[src/rtl/mem_pkg.sv]
// Shared memory-access definitions: size encodings, sequencer states
// and load sign/zero extension used by the core and the byte sequencer.
package mem_pkg;

  localparam logic [1:0] SZ_BYTE = 2'b00;
  localparam logic [1:0] SZ_HALF = 2'b01;
  localparam logic [1:0] SZ_WORD = 2'b10;
  localparam logic [1:0] SZ_ILL  = 2'b11;

  typedef enum logic [1:0] {
    ST_IDLE,
    ST_RD,
    ST_WR,
    ST_RESP
  } mem_state_e;

  function automatic logic [2:0] byte_count(input logic [1:0] size);
    logic [2:0] n;
    unique case (size)
      SZ_BYTE: n = 3'd1;
      SZ_HALF: n = 3'd2;
      SZ_WORD: n = 3'd4;
      default: n = 3'd1;
    endcase
    return n;
  endfunction

  function automatic logic is_err(
    input logic [1:0] size,
    input logic [1:0] addr
  );
    logic e;
    unique case (size)
      SZ_BYTE: e = 1'b0;
      SZ_HALF: e = addr[0];
      SZ_WORD: e = |addr;
      default: e = 1'b1;
    endcase
    return e;
  endfunction

  function automatic logic [31:0] load_extend(
    input logic [31:0] data,
    input logic [1:0]  size,
    input logic        uns
  );
    logic [31:0] r;
    unique case (size)
      SZ_BYTE: r = {{24{~uns & data[7]}}, data[7:0]};
      SZ_HALF: r = {{16{~uns & data[15]}}, data[15:0]};
      default: r = data;
    endcase
    return r;
  endfunction

endpackage

[src/rtl/mem_byte_sequencer.sv]
// Splits byte/half/word requests into little-endian byte-wide RAM
// accesses, assembles and extends load data, one response per request.
module mem_byte_sequencer
  import mem_pkg::*;
#(
  parameter int ADDR_W = 16,
  parameter int RD_LAT = 2
) (
  input  logic              clk,
  input  logic              rst,
  input  logic              req_valid,
  output logic              req_ready,
  input  logic              req_we,
  input  logic [1:0]        req_size,
  input  logic              req_unsigned,
  input  logic [ADDR_W-1:0] req_addr,
  input  logic [31:0]       req_wdata,
  output logic              rsp_valid,
  input  logic              rsp_ready,
  output logic [31:0]       rsp_rdata,
  output logic              rsp_err,
  output logic [ADDR_W-1:0] ram_addr,
  output logic              ram_rden,
  output logic              ram_wren,
  output logic [7:0]        ram_data,
  input  logic [7:0]        ram_q
);

  mem_state_e        r_state;
  logic [1:0]        r_size;
  logic              r_uns;
  logic [ADDR_W-1:0] r_addr;
  logic [31:0]       r_wdata;
  logic [2:0]        r_n;
  logic [2:0]        r_issue;
  logic [1:0]        r_cap;
  logic [RD_LAT-1:0] r_pipe;
  logic [31:0]       r_asm;
  logic              r_rsp_valid;
  logic              r_rsp_err;
  logic [31:0]       r_rsp_rdata;
  logic [ADDR_W-1:0] r_ram_addr;
  logic              r_ram_rden;
  logic              r_ram_wren;
  logic [7:0]        r_ram_data;

  logic              w_err;
  logic [ADDR_W-1:0] w_next_addr;
  logic [7:0]        w_wbyte;
  logic [31:0]       w_asm;
  logic              w_last_cap;
  logic [RD_LAT:0]   w_pipe_nx;

  assign w_err       = is_err(req_size, req_addr[1:0]);
  assign w_next_addr = r_addr + {{(ADDR_W-3){1'b0}}, r_issue};
  assign w_wbyte     = r_wdata[{r_issue[1:0], 3'b000} +: 8];
  assign w_last_cap  = ({1'b0, r_cap} == (r_n - 3'd1));
  // Delay line of the read strobe marks the cycle each byte arrives
  assign w_pipe_nx   = {r_pipe, r_ram_rden};

  always_comb begin
    w_asm = r_asm;
    w_asm[{r_cap, 3'b000} +: 8] = ram_q;
  end

  always_ff @(posedge clk) begin
    if (rst) begin
      r_state     <= ST_IDLE;
      r_size      <= SZ_BYTE;
      r_uns       <= 1'b0;
      r_addr      <= '0;
      r_wdata     <= '0;
      r_n         <= '0;
      r_issue     <= '0;
      r_cap       <= '0;
      r_pipe      <= '0;
      r_asm       <= '0;
      r_rsp_valid <= 1'b0;
      r_rsp_err   <= 1'b0;
      r_rsp_rdata <= '0;
      r_ram_addr  <= '0;
      r_ram_rden  <= 1'b0;
      r_ram_wren  <= 1'b0;
      r_ram_data  <= '0;
    end else begin
      r_pipe     <= w_pipe_nx[RD_LAT-1:0];
      r_ram_rden <= 1'b0;
      r_ram_wren <= 1'b0;
      unique case (r_state)
        ST_IDLE: begin
          if (req_valid) begin
            r_size  <= req_size;
            r_uns   <= req_unsigned;
            r_addr  <= req_addr;
            r_wdata <= req_wdata;
            r_n     <= byte_count(req_size);
            r_issue <= 3'd1;
            r_cap   <= '0;
            r_asm   <= '0;
            if (w_err) begin
              r_rsp_valid <= 1'b1;
              r_rsp_err   <= 1'b1;
              r_rsp_rdata <= '0;
              r_state     <= ST_RESP;
            end else begin
              r_ram_addr <= req_addr;
              r_ram_rden <= ~req_we;
              r_ram_wren <= req_we;
              if (req_we) r_ram_data <= req_wdata[7:0];
              r_state <= req_we ? ST_WR : ST_RD;
            end
          end
        end
        ST_RD: begin
          if (r_issue != r_n) begin
            r_ram_rden <= 1'b1;
            r_ram_addr <= w_next_addr;
            r_issue    <= r_issue + 3'd1;
          end
          if (r_pipe[RD_LAT-1]) begin
            r_asm <= w_asm;
            r_cap <= r_cap + 2'd1;
            if (w_last_cap) begin
              r_rsp_valid <= 1'b1;
              r_rsp_err   <= 1'b0;
              r_rsp_rdata <= load_extend(w_asm, r_size, r_uns);
              r_state     <= ST_RESP;
            end
          end
        end
        ST_WR: begin
          if (r_issue != r_n) begin
            r_ram_wren <= 1'b1;
            r_ram_addr <= w_next_addr;
            r_ram_data <= w_wbyte;
            r_issue    <= r_issue + 3'd1;
          end else begin
            r_rsp_valid <= 1'b1;
            r_rsp_err   <= 1'b0;
            r_rsp_rdata <= '0;
            r_state     <= ST_RESP;
          end
        end
        ST_RESP: begin
          if (rsp_ready) begin
            r_rsp_valid <= 1'b0;
            r_state     <= ST_IDLE;
          end
        end
        default: r_state <= ST_IDLE;
      endcase
    end
  end

  assign req_ready = (r_state == ST_IDLE) && !rst;
  assign rsp_valid = r_rsp_valid;
  assign rsp_rdata = r_rsp_rdata;
  assign rsp_err   = r_rsp_err;
  assign ram_addr  = r_ram_addr;
  assign ram_rden  = r_ram_rden;
  assign ram_wren  = r_ram_wren;
  assign ram_data  = r_ram_data;

endmodule

[config.mk]
export PLATFORM = sky130hd
export DESIGN_NAME = mem_byte_sequencer
export DESIGN_NICKNAME = d
export VERILOG_FILES = /design/src/rtl/mem_pkg.sv /design/src/rtl/mem_byte_sequencer.sv
export SDC_FILE = /design/constraint.sdc
export NUM_CORES = 1
export LEC_CHECK = 0
export BUFFER_PORTS_ARGS = -buffer_cell sky130_fd_sc_hd__buf_2
export CELL_PAD_IN_SITES_DETAIL_PLACEMENT = 0
export CELL_PAD_IN_SITES_GLOBAL_PLACEMENT = 2
export CORE_MARGIN = 1
export CORE_UTILIZATION = 30
export CTS_CLUSTER_SIZE = 16
export DETAILED_ROUTE_END_ITERATION = 8
export PLACE_DENSITY = 0.73
export SLEW_MARGIN = 30
export SYNTH_ARGS = -nofsm -noshare
export SYNTH_HDL_FRONTEND = slang
export SYNTH_SLANG_ARGS = --single-unit
[constraint.sdc]
create_clock -name clk -period 2.1 [get_ports clk]
set_clock_uncertainty 0.15 [all_clocks]
set_input_delay 0.42 -clock clk [delete_from_list [all_inputs] [get_ports clk]]
set_output_delay 0.42 -clock clk [all_outputs]
set_load 0.05 [all_outputs]
==> impl_metrics.prom, run 1 <==
# TYPE chip_impl_metric gauge
chip_impl_metric{name="layout_utilization",unit="%"} 43.94
chip_impl_metric{name="placed_cells",unit=""} 1305
chip_impl_metric{name="buffer_ports.inserted",unit=""} 124
chip_impl_metric{name="synth-simple-area-share",unit="%"} 18.06
chip_impl_info{name="synth_top_area_cell",value="dfxtp_1"} 1
chip_impl_metric{name="num_antenna_cells",unit=""} 0
chip_impl_metric{name="synth_adder_area_share",unit="%"} 3.816
chip_impl_info{name="netlist_top_cells_area",value="dfxtp_1 44%, nand2_1 7.4%, a21oi_1 5.7%"} 1
chip_impl_metric{name="number_of_maximum_capacitance_violations",unit=""} 0
chip_impl_metric{name="clock_input_transition_at_the_sequential_cells_of_the_worst_setup_and_hold_paths",unit="ns"} 0.07
chip_impl_metric{name="postSynthCellCount",unit=""} 821
chip_impl_metric{name="synth.top_cell.area_share",unit="%"} 43.82
chip_impl_metric{name="first_global_vias",unit=""} 6411
chip_impl_metric{name="pin_count",unit=""} 125
chip_impl_metric{name="pwr_total",unit="mW"} 11.69
chip_impl_info{name="synth_commonest_cells",value="155 x dfxtp_1, 139 x nand2_1, 86 x nor2_1, 81 x a21oi_1, 40 x clkbuf_1"} 1
chip_impl_metric{name="hpwl",unit="mm"} 15.39
chip_impl_metric{name="worst-endpoint-arrival",unit="ns"} 2.32
chip_impl_info{name="critical_path_class",value="reg -> reg"} 1
chip_impl_metric{name="number_of_antenna_violations_at_the_first_check_in_global_routing",unit=""} 0
chip_impl_metric{name="globalplace.congestion",unit=""} 0.7864
chip_impl_metric{name="global_route.usage.total",unit="%"} 18.58
chip_impl_metric{name="maximum_number_of_pins_on_one_net_before_global_route_repair",unit=""} 50
chip_impl_metric{name="r2r.worst_path.cells",unit=""} 8
chip_impl_metric{name="h_tree_lvl_count",unit=""} 4
chip_impl_metric{name="post_synth_num_cell_types",unit=""} 66
chip_impl_metric{name="ctsLongestPathBuffers",unit=""} 2
chip_impl_metric{name="critical_path_peak_fanout",unit=""} 8
chip_impl_metric{name="die-height",unit="µm"} 155.6
chip_impl_metric{name="viasPerCell",unit=""} 4.934
chip_impl_metric{name="floorplan.initialDensity",unit="%"} 30.90
chip_impl_metric{name="maxSlewHeadroom",unit="%"} 62.90
chip_impl_metric{name="n_fill_cell",unit=""} 2352
chip_impl_metric{name="register_area",unit="µm²"} 3122
chip_impl_metric{name="stdcell_count",unit=""} 1357
chip_impl_metric{name="wire_per_inst",unit="µm"} 16.50
chip_impl_metric{name="tritoncts_num_sinks",unit=""} 155
chip_impl_metric{name="post-route-worst-setup-slack",unit="ns"} -0.05304
chip_impl_metric{name="grt.overflow.total",unit=""} 0
chip_impl_info{name="synth.most_common_cell",value="dfxtp_1"} 1
chip_impl_metric{name="yosysWarnings",unit=""} 0
chip_impl_metric{name="synthXorXnorAreaFrac",unit="%"} 2.332
chip_impl_metric{name="final-max-slew-violation-count",unit=""} 0
chip_impl_metric{name="max_freq",unit="MHz"} 464.5
chip_impl_metric{name="post_synth_mux_area_share",unit="%"} 4.417
chip_impl_info{name="clock_tree_from_tritoncts",value="built"} 1
chip_impl_metric{name="ant_nets",unit=""} 0
chip_impl_metric{name="post_synth_instance_area",unit="µm²"} 7082
chip_impl_metric{name="net_count_of_the_mapped_netlist",unit=""} 906
chip_impl_metric{name="layout_cell_share_with_drive_strength_beyond_1",unit="%"} 37.07
chip_impl_info{name="setup.worst_path.start_class",value="flip-flop"} 1
chip_impl_metric{name="timing.critical_path.required",unit="ns"} 2.26
chip_impl_info{name="violated_checks",value="negative setup slack"} 1
chip_impl_info{name="unrepaired_setup_endpoints_after_global_routing",value="yes"} 1
chip_impl_metric{name="finalWorstPathRequiredPeriod",unit="ns"} 2.153
chip_impl_metric{name="report.final.setup_viol",unit=""} 28
chip_impl_metric{name="flow.area_growth_from_synthesis",unit="%"} 42.19
chip_impl_info{name="main_combinational_cell_family_by_area_after_synthesis",value="compound AO/OA/AOI/OAI gates"} 1
chip_impl_metric{name="static_leakage_power",unit="nW"} 4.054
chip_impl_metric{name="cts_made_buffers",unit=""} 17
chip_impl_info{name="cts.root.buffer_cell",value="clkbuf_16"} 1
chip_impl_metric{name="cts_hold_buf",unit=""} 0
chip_impl_info{name="critPathCaptureType",value="flip-flop"} 1
chip_impl_metric{name="tightestPinTransition",unit="ns"} 0.5566
chip_impl_metric{name="finalWirelength",unit="mm"} 22.39
chip_impl_metric{name="core_area",unit="µm²"} 22920
chip_impl_metric{name="std_cell_rows",unit=""} 55
chip_impl_metric{name="power_density",unit="nW/µm²"} 1161
chip_impl_info{name="synth_top_flop_cell",value="dfxtp_1"} 1
chip_impl_metric{name="worst_hold_slack",unit="ns"} 0.08357
chip_impl_metric{name="synth-seq-cells",unit=""} 155
chip_impl_metric{name="finalCritPeriodShare",unit="%"} 102.5
chip_impl_metric{name="grt_pass1_wl",unit="mm"} 35.09
chip_impl_metric{name="die-area",unit="µm²"} 24220
chip_impl_metric{name="setup_tns",unit="ns"} -0.8309
chip_impl_metric{name="first_pass_iters",unit=""} 5
chip_impl_metric{name="synth-compound-area-share",unit="%"} 22.65
chip_impl_metric{name="multi_input_area",unit="µm²"} 4158
chip_impl_metric{name="number_of_nets_in_the_layout",unit=""} 1116
chip_impl_metric{name="depth_of_the_worst_hold_timing_path",unit=""} 3
chip_impl_info{name="status",value="finished, violations left"} 1
chip_impl_metric{name="async_flop_share",unit="%"} 0
chip_impl_metric{name="drtIter0Drc",unit=""} 303
chip_impl_metric{name="number_of_flops_mapped_to_enable_cells_by_yosys",unit=""} 0
chip_impl_metric{name="worst_skew_pair.late_latency",unit="ns"} 0.43
chip_impl_metric{name="vdd.ir_drop.worst",unit="µV"} 512.0
chip_impl_metric{name="drcViolationCount",unit=""} 0
chip_impl_metric{name="die-width",unit="µm"} 155.6
chip_impl_metric{name="via_count",unit=""} 6695
chip_impl_metric{name="postSynthAreaPerCell",unit="µm²"} 8.626
chip_impl_metric{name="post_synthesis_sequential_area_ratio",unit="%"} 43.82
chip_impl_metric{name="report.final.hold_viol_count",unit=""} 0
chip_impl_info{name="hold_wc_path_type",value="in -> reg"} 1
[flip-flops by register name, indices dropped and copies added, names as in the netlist]
signal / cells
r_asm: 32
r_wdata: 32
rsp_rdata: 32
r_addr: 16
ram_addr: 16
ram_data: 8
r_issue: 3
r_n: 3
r_cap: 2
r_pipe: 2
r_size: 2
r_state: 2
r_uns: 1
ram_rden: 1
ram_wren: 1
rsp_err: 1
rsp_valid: 1
[cells in the final DEF, fill, tap and decap left out, drive strengths merged, types with 4 or more instances in the layout]
cell type | synthesis | final
nor2b | 4 | 4
o2bb2ai | 16 | 16
xnor2 | 9 | 9
clkbuf | 40 | 19
o21ai | 25 | 25
mux2i | 11 | 11
ha | 20 | 20
clkinv | 2 | 9
nand4 | 12 | 12
nand2b | 5 | 5
a31o | 5 | 5
o211ai | 4 | 4
o31ai | 4 | 4
inv | 29 | 32
nor2 | 87 | 87
xor2 | 9 | 9
mux4 | 8 | 8
buf | 13 | 243
dfxtp | 155 | 155
a21oi | 82 | 82
a22o | 17 | 17
nand2 | 139 | 139
a22oi | 35 | 35
a211o | 5 | 5
nor3 | 6 | 6
nand3 | 9 | 9
a211oi | 13 | 13
a31oi | 4 | 4
a221o | 7 | 7
[worst max-delay path, cell delays in order, from the launching register on]
cell	delay [ns]
dfxtp_2	0.33
buf_6	0.13
xor2_4	0.18
o31ai_4	0.29
buf_6	0.15
nor4b_4	0.32
a21oi_4	0.13
buf_12	0.16
a22o_1	0.21
[stage by stage]
step | area (µm²) | setup WS (ns)
2_1_floorplan | 7188 | -0.05382
3_5_place_dp | 8776 | -0.5397
5_1_grt | 10070 | -0.1087
3_3_place_gp | 8776 | -0.5598
6_report | 10070 | -0.05304
4_1_cts | 9728 | -0.05457
[layer usage]
| layer | global-route usage, % | share of wire (%) |
|---|---|---|
| met1 | 24.57 | 48 |
| met2 | 30.90 | 47 |
| met3 | 3.139 | 3.8 |
| met4 | 5.556 | 1.1 |
| met5 | 0 | 0 |
[repair_timing]
action                                  CTS  global route
setup buffers                             5            10
endpoints found under the setup margin   90            93
gates resized for setup                  70            56
pin swaps                                25            39
hold endpoints to repair                  0             0
cloned                                    1             4
[layout make-up]
cell class | instances | share of cell area (%)
tap | 313 | 3.889
clock buffer | 18 | 4.262
timing repair buffer | 244 | 16.77
sequential | 155 | 31.00
clock inverter | 14 | 1.404
multi-input combinational | 582 | 41.29
inverter | 31 | 1.379
[kinds of logic after synthesis]
logic type | Yosys count
compound gates | 234
xor+xnor | 18
fa+ha+maj | 21
buf+inv | 84
flops | 155
mux | 21
simple gates | 288
[power by group]
group | internal (mW) | switching [mW] | total [mW]
clock network | 1.66 | 1.34 | 2.99
registers | 3.37 | 0.266 | 3.64
logic | 2.05 | 3.02 | 5.06
total | 7.08 | 4.62 | 11.7
[worst paths after layout]
path                                                  end  slack [ns]                     start
worst max register to register  rsp_rdata[7]$_SDFFE_PP0P_       -0.05   r_issue[0]$_SDFFE_PP0P_
worst min-delay path             r_wdata[30]$_SDFFE_PP0P_        0.08             req_wdata[30]
worst min register to register   r_wdata[16]$_SDFFE_PP0P_        0.30  r_wdata[16]$_SDFFE_PP0P_
worst max-delay path            rsp_rdata[7]$_SDFFE_PP0P_       -0.05   r_issue[0]$_SDFFE_PP0P_
Note: power is estimated with default switching activity, not from simulation.
==> run 2, diff against run 1 <==
BUFFER_PORTS_ARGS = not set   (was -buffer_cell sky130_fd_sc_hd__buf_2)
CORE_UTILIZATION = 25   (was 30)
DONT_BUFFER_PORTS = 1   (was not set)
PLACE_DENSITY = 0.56   (was 0.73)
==> impl_metrics.prom, run 2 (same netlist as run 1, synthesis figures left out) <==
# TYPE chip_impl_metric gauge
chip_impl_metric{name="die-height",unit="µm"} 170.3
chip_impl_metric{name="worst_hold_slack",unit="ns"} -0.07440
chip_impl_metric{name="layout_utilization",unit="%"} 33.76
chip_impl_metric{name="drtIter0Drc",unit=""} 288
chip_impl_metric{name="hpwl",unit="mm"} 15.67
chip_impl_metric{name="max_freq",unit="MHz"} 451.4
chip_impl_metric{name="report.final.setup_viol",unit=""} 36
chip_impl_metric{name="global_route.usage.total",unit="%"} 15.96
chip_impl_metric{name="power_density",unit="nW/µm²"} 1206
chip_impl_metric{name="worst-endpoint-arrival",unit="ns"} 2.44
chip_impl_metric{name="number_of_nets_in_the_layout",unit=""} 965
chip_impl_metric{name="first_global_vias",unit=""} 6167
chip_impl_metric{name="die-area",unit="µm²"} 29000
chip_impl_metric{name="via_count",unit=""} 6234
chip_impl_metric{name="report.final.hold_viol_count",unit=""} 49
chip_impl_metric{name="tightestPinTransition",unit="ns"} 0.6045
chip_impl_metric{name="maximum_number_of_pins_on_one_net_before_global_route_repair",unit=""} 135
chip_impl_metric{name="die-width",unit="µm"} 170.3
chip_impl_info{name="hold_wc_path_type",value="in -> reg"} 1
chip_impl_metric{name="post-route-worst-setup-slack",unit="ns"} -0.1152
chip_impl_metric{name="setup_tns",unit="ns"} -2.206
chip_impl_metric{name="layout_cell_share_with_drive_strength_beyond_1",unit="%"} 25.98
chip_impl_metric{name="finalCritPeriodShare",unit="%"} 105.5
chip_impl_metric{name="static_leakage_power",unit="nW"} 3.414
chip_impl_metric{name="maxSlewHeadroom",unit="%"} 59.65
chip_impl_metric{name="cts_hold_buf",unit=""} 2
chip_impl_info{name="critPathCaptureType",value="flip-flop"} 1
chip_impl_metric{name="buffer_ports.inserted",unit=""} 0
chip_impl_info{name="status",value="finished, violations left"} 1
chip_impl_metric{name="clock_input_transition_at_the_sequential_cells_of_the_worst_setup_and_hold_paths",unit="ns"} 0.07
chip_impl_metric{name="finalWirelength",unit="mm"} 23.35
chip_impl_metric{name="viasPerCell",unit=""} 4.901
chip_impl_metric{name="tritoncts_num_sinks",unit=""} 155
chip_impl_metric{name="ant_nets",unit=""} 0
chip_impl_metric{name="finalWorstPathRequiredPeriod",unit="ns"} 2.215
chip_impl_metric{name="wire_per_inst",unit="µm"} 18.36
chip_impl_info{name="mostFrequentLayoutCell",value="dfxtp_1"} 1
chip_impl_metric{name="cts_made_buffers",unit=""} 17
chip_impl_metric{name="floorplan.initialDensity",unit="%"} 25.42
chip_impl_metric{name="vdd.ir_drop.worst",unit="µV"} 491.9
chip_impl_metric{name="timing.critical_path.required",unit="ns"} 2.32
chip_impl_metric{name="first_pass_iters",unit=""} 5
chip_impl_metric{name="ctsLongestPathBuffers",unit=""} 2
chip_impl_metric{name="flow.area_growth_from_synthesis",unit="%"} 32.79
chip_impl_metric{name="number_of_antenna_violations_at_the_first_check_in_global_routing",unit=""} 1
chip_impl_info{name="setup.worst_path.start_class",value="flip-flop"} 1
chip_impl_info{name="most-common-layout-cells",value="146 x dfxtp_1, 138 x nand2_1, 84 x nor2_1, 70 x a21oi_1, 67 x buf_4"} 1
chip_impl_metric{name="drcViolationCount",unit=""} 0
chip_impl_metric{name="worst_skew_pair.late_latency",unit="ns"} 0.43
chip_impl_metric{name="critical_path_peak_fanout",unit=""} 3
chip_impl_metric{name="pwr_total",unit="mW"} 11.34
chip_impl_metric{name="std_cell_rows",unit=""} 61
chip_impl_metric{name="stdcell_count",unit=""} 1272
chip_impl_metric{name="core_area",unit="µm²"} 27860
chip_impl_info{name="violated_checks",value="negative hold slack, negative setup slack"} 1
chip_impl_metric{name="n_fill_cell",unit=""} 2890
chip_impl_metric{name="pin_count",unit=""} 125
chip_impl_metric{name="number_of_maximum_capacitance_violations",unit=""} 0
chip_impl_info{name="clock_tree_from_tritoncts",value="built"} 1
chip_impl_metric{name="grt_pass1_wl",unit="mm"} 35.54
chip_impl_info{name="cts.root.buffer_cell",value="clkbuf_16"} 1
chip_impl_info{name="unrepaired_setup_endpoints_after_global_routing",value="yes"} 1
chip_impl_metric{name="grt.overflow.total",unit=""} 0
chip_impl_metric{name="final-max-slew-violation-count",unit=""} 0
chip_impl_info{name="critical_path_class",value="reg -> reg"} 1
chip_impl_metric{name="globalplace.congestion",unit=""} 0.7582
chip_impl_metric{name="h_tree_lvl_count",unit=""} 4
chip_impl_metric{name="placed_cells",unit=""} 1221
## run 2: cell types whose count changed in the layout (fill, tap and decap cells not counted), moves of 7 or more
cell	delta
a22oi_1	+7
a22oi_2	-7
buf_2	-123
buf_4	-28
o21ai_0	-7
o21ai_2	+11
o2bb2ai_1	+11
o2bb2ai_2	-13
## run 2: layout make-up
cell class | instances | area [µm²] | area share (%)
antenna | 1 | 2.502 | 0.02661
clock inverter | 15 | 165.2 | 1.756
tap | 378 | 473.0 | 5.029
sequential | 155 | 3124 | 33.22
multi-input combinational | 582 | 4204 | 44.70
inverter | 31 | 138.9 | 1.477
timing repair buffer | 93 | 870.8 | 9.260
clock buffer | 17 | 425.4 | 4.524
## run 2: critical path: stages, from the launching register on
cell	delay [ns]
dfxtp_4	0.36
buf_12	0.12
ha_4	0.16
fa_2	0.42
a21oi_4	0.23
nor3b_1	0.10
xnor2_1	0.16
a2111oi_2	0.31
a31o_2	0.15
## run 2: what timing repair did
item / 4_1_cts / 5_1_grt
endpoints found under the setup margin: 93 / 92
endpoints found under the hold margin: 125 / 123
gates cloned: 2 / 2
buffers inserted: 7 / 6
pin swaps: 24 / 34
resized for setup: 57 / 76
## run 2: final timing paths
check                           start                       end  slack [ns]  depth (start not counted)
max           r_issue[0]$_SDFFE_PP0P_  ram_addr[8]$_SDFFE_PP0P_       -0.12                          8
min                               rst    rsp_valid$_SDFFE_PP0P_       -0.07                          1
max reg2reg   r_issue[0]$_SDFFE_PP0P_  ram_addr[8]$_SDFFE_PP0P_       -0.12                          8
min reg2reg  r_wdata[16]$_SDFFE_PP0P_  r_wdata[16]$_SDFFE_PP0P_        0.30                          2
## run 2: report_power, final
part | switching (mW) | internal, mW
clock network | 1.53 | 1.61
registers | 1.09 | 3.37
logic | 2.03 | 1.71
total | 4.65 | 6.69
## run 2: metal layers
metal	vias to the layer above	share of wire [%]	routed length, µm	global-route usage, %
met5	-	0	0	0
met4	0	1.6	368	5.445
met3	27	4.9	1155	3.651
met2	136	47	11080	26.03
met1	3028	46	10750	20.60
li1	3043	-	-	-
## run 2: stage by stage
step	area [µm²]	setup slack [ns]
global route	9402	-0.2055
CTS	8960	-0.09927
floorplan	7188	-0.05382
finish	9404	-0.1152
detailed placement	8059	-0.3562
global placement	8059	-0.4130
==> run 3, diff against run 2 <==
--- a/config.mk
+++ b/config.mk
@@ -15,2 +15,3 @@
 export PLACE_DENSITY = 0.56
+export SKIP_LAST_GASP = 1
 export SLEW_MARGIN = 30
--- a/constraint.sdc
+++ b/constraint.sdc
@@ -4,2 +4,2 @@
 set_output_delay 0.42 -clock clk [all_outputs]
-set_load 0.05 [all_outputs]
+set_load 0.01 [all_outputs]
==> impl_metrics.prom, run 3 (same netlist as run 1, synthesis figures left out) <==
# TYPE chip_impl_metric gauge
chip_impl_info{name="violated_checks",value="negative hold slack, negative setup slack"} 1
chip_impl_metric{name="route.met2.wl",unit="mm"} 10.55
chip_impl_metric{name="global_route.usage.total",unit="%"} 15.81
chip_impl_metric{name="viasPerCell",unit=""} 4.826
chip_impl_metric{name="first_pass_iters",unit=""} 5
chip_impl_info{name="status",value="finished, violations left"} 1
chip_impl_metric{name="floorplan.initialDensity",unit="%"} 25.42
chip_impl_metric{name="maximum_number_of_pins_on_one_net_before_global_route_repair",unit=""} 135
chip_impl_metric{name="tightestPinTransition",unit="ns"} 0.5150
chip_impl_metric{name="globalplace.congestion",unit=""} 0.7735
chip_impl_metric{name="final-max-slew-violation-count",unit=""} 0
chip_impl_info{name="critPathLaunch",value="r_n[1]$_SDFFE_PP0P_"} 1
chip_impl_metric{name="die-area",unit="µm²"} 29000
chip_impl_metric{name="post-route-worst-setup-slack",unit="ns"} -0.05513
chip_impl_metric{name="number_of_nets_in_the_layout",unit=""} 971
chip_impl_metric{name="timing.critical_path.required",unit="ns"} 2.31
chip_impl_metric{name="report.final.setup_viol",unit=""} 37
chip_impl_metric{name="pin_count",unit=""} 125
chip_impl_metric{name="cts_hold_buf",unit=""} 2
chip_impl_metric{name="register_area",unit="µm²"} 3124
chip_impl_info{name="most-common-layout-cells",value="146 x dfxtp_1, 138 x nand2_1, 85 x nor2_1, 80 x buf_4, 76 x a21oi_1"} 1
chip_impl_info{name="setup.worst_path.start_class",value="flip-flop"} 1
chip_impl_info{name="cts.root.buffer_cell",value="clkbuf_16"} 1
chip_impl_info{name="hold_wc_path_type",value="in -> reg"} 1
chip_impl_metric{name="critical_path_peak_fanout",unit=""} 24
chip_impl_info{name="unrepaired_setup_endpoints_after_global_routing",value="yes"} 1
chip_impl_metric{name="h_tree_lvl_count",unit=""} 4
chip_impl_metric{name="finalWirelength",unit="mm"} 22.85
chip_impl_metric{name="layout_cell_share_with_drive_strength_beyond_1",unit="%"} 23.58
chip_impl_metric{name="worst_skew_pair.late_latency",unit="ns"} 0.42
chip_impl_metric{name="max_freq",unit="MHz"} 464.0
chip_impl_metric{name="die-height",unit="µm"} 170.3
chip_impl_metric{name="tritoncts_num_sinks",unit=""} 155
chip_impl_info{name="setup.worst_path.end",value="rsp_rdata[4]$_SDFFE_PP0P_"} 1
chip_impl_metric{name="grt.overflow.total",unit=""} 0
chip_impl_metric{name="first_global_vias",unit=""} 6156
chip_impl_metric{name="layout_utilization",unit="%"} 33.03
chip_impl_metric{name="worst-endpoint-arrival",unit="ns"} 2.37
chip_impl_metric{name="via_count",unit=""} 6167
chip_impl_metric{name="worst_hold_slack",unit="ns"} -0.07291
chip_impl_metric{name="die-width",unit="µm"} 170.3
chip_impl_metric{name="power_density",unit="nW/µm²"} 1158
chip_impl_info{name="mostFrequentLayoutCell",value="dfxtp_1"} 1
chip_impl_metric{name="drcViolationCount",unit=""} 0
chip_impl_metric{name="flow.area_growth_from_synthesis",unit="%"} 29.93
chip_impl_info{name="clock_tree_from_tritoncts",value="built"} 1
chip_impl_metric{name="buffer_ports.inserted",unit=""} 0
chip_impl_info{name="top_signal_layer_used",value="met4"} 1
chip_impl_metric{name="number_of_antenna_violations_at_the_first_check_in_global_routing",unit=""} 1
chip_impl_metric{name="report.final.hold_viol_count",unit=""} 92
chip_impl_metric{name="wl_met3",unit="mm"} 1.108
chip_impl_metric{name="n_fill_cell",unit=""} 2906
chip_impl_metric{name="met1Wirelength",unit="mm"} 10.92
chip_impl_metric{name="ctsLongestPathBuffers",unit=""} 2
chip_impl_metric{name="core_area",unit="µm²"} 27860
chip_impl_metric{name="cts_made_buffers",unit=""} 17
chip_impl_metric{name="multi_input_area",unit="µm²"} 3970
chip_impl_metric{name="finalWorstPathRequiredPeriod",unit="ns"} 2.155
chip_impl_metric{name="pwr_total",unit="mW"} 10.66
chip_impl_metric{name="grt_pass1_wl",unit="mm"} 35.26
chip_impl_metric{name="vdd.ir_drop.worst",unit="µV"} 474.6
chip_impl_metric{name="wire_per_inst",unit="µm"} 17.88
chip_impl_metric{name="drtIter0Drc",unit=""} 256
chip_impl_metric{name="finalCritPeriodShare",unit="%"} 102.6
chip_impl_metric{name="static_leakage_power",unit="nW"} 3.348
chip_impl_metric{name="r2r_setup_slack",unit="ns"} -0.06
chip_impl_info{name="timing.rr.start",value="r_n[1]$_SDFFE_PP0P_"} 1
chip_impl_metric{name="std_cell_rows",unit=""} 61
chip_impl_metric{name="maxSlewHeadroom",unit="%"} 65.63
chip_impl_metric{name="ant_nets",unit=""} 0
chip_impl_info{name="critical_path_class",value="reg -> reg"} 1
chip_impl_metric{name="clock_input_transition_at_the_sequential_cells_of_the_worst_setup_and_hold_paths",unit="ns"} 0.07
chip_impl_metric{name="number_of_maximum_capacitance_violations",unit=""} 0
chip_impl_metric{name="r2r.worst_path.cells",unit=""} 10
chip_impl_info{name="critical_path.reg2reg.endpoint",value="rsp_rdata[4]$_SDFFE_PP0P_"} 1
chip_impl_metric{name="hpwl",unit="mm"} 15.41
chip_impl_info{name="critPathCaptureType",value="flip-flop"} 1
## run 3: cell count changes in the layout (fill, tap and decap cells not counted), sizes merged
cell      delta
clkinv       -1
clkinvlp     +1
bufinv       +2
clkbuf       +1
inv          -3
buf          +6
## run 3: worst max-delay path, stage by stage (launching register included)
cell	delay [ns]
dfxtp_2	0.34
inv_2	0.05
ha_4	0.24
xor2_2	0.14
buf_4	0.13
buf_6	0.11
a31o_4	0.21
buf_4	0.17
a21oi_2	0.18
buf_12	0.19
a22o_1	0.15
## run 3: power by group
group	internal, mW	switching (mW)
sequential	3.37	0.439
combinational	1.69	1.91
clock	1.81	1.44
total	6.87	3.79
## run 3: final cells by class
type                    instances  area share (%)
inverters                      31           1.482
diodes                          1         0.02720
repair buffers                 99           9.641
multi-input cells             582           43.15
clock buffers                  18           4.664
well taps                     378           5.140
clock inverters                14           1.945
flip-flops and latches        155           33.95
## run 3: per-stage QoR
step	TNS, ns	instance area, µm²	setup slack [ns]	hold WS [ns]	cells
6_report	-1.041	9201	-0.05513	-0.07291	1278
4_1_cts	-1.862	8960	-0.08269	-0.1022	1270
3_5_place_dp	-6.488	8154	-0.2420	0.2852	1232
2_1_floorplan	-0.1389	7188	-0.03473	0.2638	821
5_1_grt	-5.237	9199	-0.1579	-0.09973	1277
3_3_place_gp	-5.029	8154	-0.2945	0.2832	1232
## run 3: worst min path at each step
stage	from	to	cells past startpoint
global route	rst	r_addr[12]$_SDFFE_PP0P_	1
detailed placement	r_pipe[0]$_SDFF_PP0_	r_pipe[1]$_SDFF_PP0_	1
global placement	r_pipe[0]$_SDFF_PP0_	r_pipe[1]$_SDFF_PP0_	1
finish	rst	r_addr[12]$_SDFFE_PP0P_	1
floorplan	r_pipe[0]$_SDFF_PP0_	r_pipe[1]$_SDFF_PP0_	1
CTS	rst	r_addr[12]$_SDFFE_PP0P_	1
## run 3: timing repair
item | CTS | global route
cloned | 0 | 1
endpoints found under the setup margin | 65 | 83
setup buffers | 4 | 6
pin swaps | 14 | 20
endpoints found under the hold margin | 125 | 123
gates resized for setup | 35 | 46
## run 3: layer usage
| layer | global-route usage (%) | up-vias |
|---|---|---|
| li1 | - | 3049 |
| met1 | 20.84 | 2990 |
| met2 | 25.64 | 111 |
| met3 | 3.628 | 17 |
| met4 | 4.505 | 0 |
| met5 | 0 | - |
